--- config.mk ---
export PLATFORM = sky130hd
export DESIGN_NAME = shifter_arbiter
export DESIGN_NICKNAME = d
export VERILOG_FILES = /design/src/rtl/shifter_pkg.sv /design/src/rtl/barrel_leftshifter_16bit.sv /design/src/rtl/shifter_arbiter.sv
export SDC_FILE = /design/constraint.sdc
export NUM_CORES = 1
export LEC_CHECK = 0
export CAP_MARGIN = 15
export CORE_ASPECT_RATIO = 1.75
export CORE_MARGIN = 1.5
export CORE_UTILIZATION = 45
export DETAILED_ROUTE_END_ITERATION = 8
export PLACE_DENSITY_LB_ADDON = 0.05
export SLEW_MARGIN = 20
export SYNTH_ARGS = -nofsm -noshare
export SYNTH_HDL_FRONTEND = slang
export SYNTH_SLANG_ARGS = --single-unit
--- constraint.sdc ---
create_clock -name clk -period 6.7 [get_ports clk]
set_input_delay 1.34 -clock clk [delete_from_list [all_inputs] [get_ports clk]]
set_output_delay 1.34 -clock clk [all_outputs]
set_load 0.01 [all_outputs]
--- src/rtl/shifter_pkg.sv ---
// Shared constants, state encoding and round-robin pick helper for shifter_arbiter.
// Pure declarations; no timing or backpressure of its own.
package shifter_pkg;

  localparam int SH_DW   = 16;
  localparam int SH_AW   = 4;
  localparam int RR_MAXN = 8;
  localparam int RR_IW   = 3;

  typedef enum logic {IDLE = 1'b0, FULL = 1'b1} state_t;

  typedef struct packed {
    logic             found;
    logic [RR_IW-1:0] idx;
  } rr_pick_t;

  // Scan from ptr upward, wrapping mod n; lowest offset wins, so iterate downward.
  function automatic rr_pick_t rr_pick(input logic [RR_MAXN-1:0] valid,
                                       input logic [RR_IW-1:0]   ptr,
                                       input int                 n);
    rr_pick_t r;
    int       j;
    r = '0;
    for (int k = RR_MAXN - 1; k >= 0; k--) begin
      if (k < n) begin
        j = (int'(ptr) + k) % n;
        if (valid[j]) begin
          r.found = 1'b1;
          r.idx   = RR_IW'(j);
        end
      end
    end
    return r;
  endfunction

endpackage

--- src/rtl/barrel_leftshifter_16bit.sv ---
// 16-bit logical left barrel shifter, zero fill, four binary-weighted stages.
// Latency: combinational. Backpressure: none.
// No handshake; caller registers the result.
module barrel_leftshifter_16bit (
  input  logic [15:0] in,
  input  logic [3:0]  ctrl,
  output logic [15:0] out
);

  logic [15:0] w_s1;
  logic [15:0] w_s2;
  logic [15:0] w_s4;

  assign w_s1 = ctrl[0] ? {in[14:0],   1'b0}  : in;
  assign w_s2 = ctrl[1] ? {w_s1[13:0], 2'b0}  : w_s1;
  assign w_s4 = ctrl[2] ? {w_s2[11:0], 4'b0}  : w_s2;
  assign out  = ctrl[3] ? {w_s4[7:0],  8'b0}  : w_s4;

endmodule

--- src/rtl/shifter_arbiter.sv ---
// Round-robin share of one barrel left shifter among NREQ requesters; optional SHARB_STATS_EN grant counters.
// Latency: 1 cycle accept-to-out_valid, 1 result/cycle sustained.
// Backpressure: result held while out_ready=0; req_ready drops to 0 until the slot can drain.
module shifter_arbiter
  import shifter_pkg::*;
#(
  parameter  int NREQ = 4,
  localparam int IDW  = $clog2(NREQ)
) (
  input  logic                  clk,
  input  logic                  rst_n,
  input  logic [NREQ-1:0]       req_valid,
  output logic [NREQ-1:0]       req_ready,
  input  logic [NREQ*SH_DW-1:0] req_data,
  input  logic [NREQ*SH_AW-1:0] req_amt,
  output logic                  out_valid,
  input  logic                  out_ready,
  output logic [SH_DW-1:0]      out_data,
  output logic [IDW-1:0]        out_id
`ifdef SHARB_STATS_EN
  ,
  input  logic                  stats_clr,
  output logic [NREQ*8-1:0]     grant_cnt
`endif
);

  state_t             r_state;
  state_t             w_state_nxt;
  logic [SH_DW-1:0]   r_data;
  logic [IDW-1:0]     r_id;
  logic [IDW-1:0]     r_rr_ptr;
  logic [IDW-1:0]     w_ptr_nxt;
  logic [RR_MAXN-1:0] w_valid8;
  logic [RR_IW-1:0]   w_ptr3;
  rr_pick_t           w_pick;
  logic               w_can_accept;
  logic               w_accept;
  logic [SH_DW-1:0]   w_mux_dat;
  logic [SH_AW-1:0]   w_mux_amt;
  logic [SH_DW-1:0]   w_shift_out;

  assign w_valid8     = RR_MAXN'(req_valid);
  assign w_ptr3       = RR_IW'(r_rr_ptr);
  assign w_pick       = rr_pick(w_valid8, w_ptr3, NREQ);
  assign w_can_accept = (r_state == IDLE) || out_ready;
  assign w_accept     = w_pick.found && w_can_accept;

  always_comb begin
    req_ready = '0;
    for (int i = 0; i < NREQ; i++) begin
      if (w_accept && (w_pick.idx == RR_IW'(i))) req_ready[i] = 1'b1;
    end
  end

  assign w_mux_dat = req_data[int'(w_pick.idx)*SH_DW +: SH_DW];
  assign w_mux_amt = req_amt[int'(w_pick.idx)*SH_AW +: SH_AW];

  barrel_leftshifter_16bit u_shifter (
    .in   (w_mux_dat),
    .ctrl (w_mux_amt),
    .out  (w_shift_out)
  );

  assign w_ptr_nxt = (w_pick.idx == RR_IW'(NREQ - 1)) ? '0 : IDW'(w_pick.idx + 1'b1);

  always_comb begin
    w_state_nxt = r_state;
    case (r_state)
      IDLE:    if (w_accept) w_state_nxt = FULL;
      FULL:    if (!w_accept && out_ready) w_state_nxt = IDLE;
      default: w_state_nxt = IDLE;
    endcase
  end

  always_ff @(posedge clk or negedge rst_n) begin
    if (!rst_n) begin
      r_state  <= IDLE;
      r_data   <= '0;
      r_id     <= '0;
      r_rr_ptr <= '0;
    end else begin
      r_state <= w_state_nxt;
      if (w_accept) begin
        r_data   <= w_shift_out;
        r_id     <= IDW'(w_pick.idx);
        r_rr_ptr <= w_ptr_nxt;
      end
    end
  end

  assign out_valid = (r_state == FULL);
  assign out_data  = r_data;
  assign out_id    = r_id;

`ifdef SHARB_STATS_EN
  logic [NREQ-1:0][7:0] r_grant_cnt;

  for (genvar gi = 0; gi < NREQ; gi++) begin : g_cnt
    // Clear wins over increment; counter sticks at 255.
    always_ff @(posedge clk or negedge rst_n) begin
      if (!rst_n) begin
        r_grant_cnt[gi] <= 8'd0;
      end else if (stats_clr) begin
        r_grant_cnt[gi] <= 8'd0;
      end else if (req_ready[gi] && req_valid[gi] && (r_grant_cnt[gi] != 8'hFF)) begin
        r_grant_cnt[gi] <= r_grant_cnt[gi] + 8'd1;
      end
    end
  end

  assign grant_cnt = r_grant_cnt;
`endif

endmodule

==> run summary <==
Mapped Area -> 2260 um^2
post-synth top area share -> 28.8%
post_cts resized -> 0
routed vias -> 2,248
setup violators final -> 0
fin crit period -> 5130 ps
synthesis-stage register bit count -> 21
clock-pin transition on the worst setup and hold timing paths -> 70 ps
Max FO, Critical Path -> 13
Fin. Hold Viols -> 0
met1 Use GR -> 30.3%
reg2reg start -> r_rr_ptr[1]
R2R Setup Slk -> 3270 ps
synthesis-to-layout area growth -> 48.3%
syn_area_per_cell -> 9.26 um^2
post-route ant nets -> 0
routed len/inst -> 17.1 um
register area -> 526 um^2
Hold Crit Class -> reg -> reg
largest cells by area after synthesis -> mux2i_1 (29%), dfrtp_1 (23%), mux2_2 (10%)
Post-Syn Nets -> 335
Initial Utilization -> 46.2%
warnings from Yosys -> 0
first-pass GRT wire length -> 11.0 mm
antenna violations before repair -> 0
busiest metal layer after global routing -> met2
status -> completed
grt met2 use -> 43.6%
GPL Wtd Cong -> 0.856
Clock Tree Root -> clkbuf_8
Worst EP arrival -> 3790 ps
Startpoint Class -> primary input
Slew headroom -> 31.1%
fmax -> 0.195 GHz
Synth area leader -> mux2i_1
Crit Path Class -> in -> out
Leakage -> 0.00148 uW
Starting DRT DRC Count -> 66
num rows -> 34
clock sinks -> 21
R2R Path End -> out_data[11]
cts bufs inserted -> 3
Post-CTS Hold Buffers -> 0
CTS tree -> yes
PD cells -> 336 nW/um^2
CP Capture Point -> req_ready[2]
fin crit share -> 76.5%
most common cell after layout, fill and taps aside -> clkdlybuf4s50_1
final wirelength -> 6.77 mm
Seq/Total Area, Yosys -> 23.3%
DP Wirelength -> 5.36 mm
Die Span X -> 56.6 um
reg2reg path depth -> 11
Core Area -> 4890 um^2
largest net degree at the start of global routing -> 32
fin. max-slew vios -> 0
worst hold margin -> 496 ps
Avg Vias per Cell -> 5.69
CP endpoint kind -> output port
I/O Buffers -> 109
skew final -> 1.91 ps
Peak VDD IR -> 0.270 mV
WHS Path Cells -> 2
Skew-Pair Late Insertion Delay -> 270 ps
crit path launch -> req_valid[1]
vias in the first global route -> 2,264
Worst-Margin Slew -> 1000 ps
Post-CTS Setup Bufs -> 0
total track usage -> 25.1%
Multi-input gate area -> 1570 um^2
Clock Tree Buf Depth -> 2
met3 usage -> 2.94%
Fill cells -> 433
Max-Cap Viols -> 0
number of remaining DRC errors -> 0
post-synthesis cell count -> 244
H-Tree Depth -> 1
grt total ovfl -> 0
drt pass-1 iters -> 4
CP required -> 5360 ps
unique cell type count in the Yosys netlist -> 42
I/O pins -> 110
Total Nets Final -> 433
share of layout cells above drive strength 1 -> 10.3%
RSZ-0062 raised after global routing -> false
n_diodes -> 0
most frequent cells in the layout -> clkdlybuf4s50_1 (109), mux2i_1 (65), nand2_1 (28), dfrtp_1 (21), mux2_2 (20)
setup TNS -> 0 ps
Die Area -> 5470 um^2
die height -> 96.7 um
[state kept, by name, indices dropped and copies added (netlist names)]
register   count
r_rr_ptr       2
out_valid      1
out_data      16
out_id         2
[power breakdown]
part	internal (uW)	switching (uW)	leakage, uW
Clock	41.6	43.5	0.0000255
Combinational	414	421	0.00119
Sequential	177	29.5	0.000260
[cell type report]
type                       instances  area share [%]
sequential                        21            15.7
inverter                           6           0.672
clock buffer                       3            1.23
clock inverter                     1           0.149
multi-input combinational        197            46.8
tap                               54            2.02
timing repair buffer             113            33.4
[critical path, stage by stage]
cell	delay, ps
clkdlybuf4s50_1	550
a21boi_1	190
a2bb2oi_1	150
and2_1	590
inv_2	120
ha_1	220
and2_1	150
clkdlybuf4s50_1	480
[layer usage]
layer,wire length (um),vias to the layer above
met1,2780,1047
met3,378,17
met2,3370,84
met5,0,-
met4,242,0
li1,-,1100
[worst min path at each step]
| stage | start | endpoint | slack [ps] |
|---|---|---|---|
| 5_1_grt | out_data[1] | out_data[1] | 520 |
| 6_report | out_data[3] | out_data[3] | 500 |
| 4_1_cts | out_data[3] | out_data[3] | 500 |
| 3_3_place_gp | out_data[2] | out_data[2] | 480 |
| 2_1_floorplan | r_rr_ptr[0] | r_rr_ptr[0] | 470 |
| 3_5_place_dp | out_data[1] | out_data[1] | 470 |
[per-stage QoR]
step	worst slack (ps)	util, %	instance area [um^2]	cells	power, uW
after floorplan	2670	-	2260	244	804
after global placement	1670	67.6	3310	391	1030
after detailed placement	1600	67.6	3310	391	1030
after CTS	1600	68.5	3350	395	1130
after global routing	1500	68.5	3350	395	1210
final	1570	68.5	3350	395	1130
[cell usage after synthesis, drive strengths merged]
cell type	instances
mux2i	66
nand2	28
dfrtp	21
mux2	20
o21ai	16
buf	15
nand3	7
a21oi	6
and2	6
inv	6
nor2	6
clkbuf	5
a22o	4
ha	4
a22oi	3
a31oi	3
nor3	3
o22a	3
o22ai	3
a31o	2
nor2b	2
o21a	2
o221a	2
o31ai	2
a21boi	1
a21o	1
a2bb2oi	1
and3	1
mux4	1
nor4	1
o2111ai	1
o221ai	1
o2bb2ai	1
[kinds of logic (layout without fill, tap and decap cells)]
kind of cell,after synthesis,after routing,share of synthesized area [%]
mux,87,87,40.8
simple gates,54,54,10.9
compound gates,52,52,15.6
buf+inv,26,123,7.31
flops,21,21,23.3
fa+ha+maj,4,4,2.21
Power figures use the tool's default switching activity.
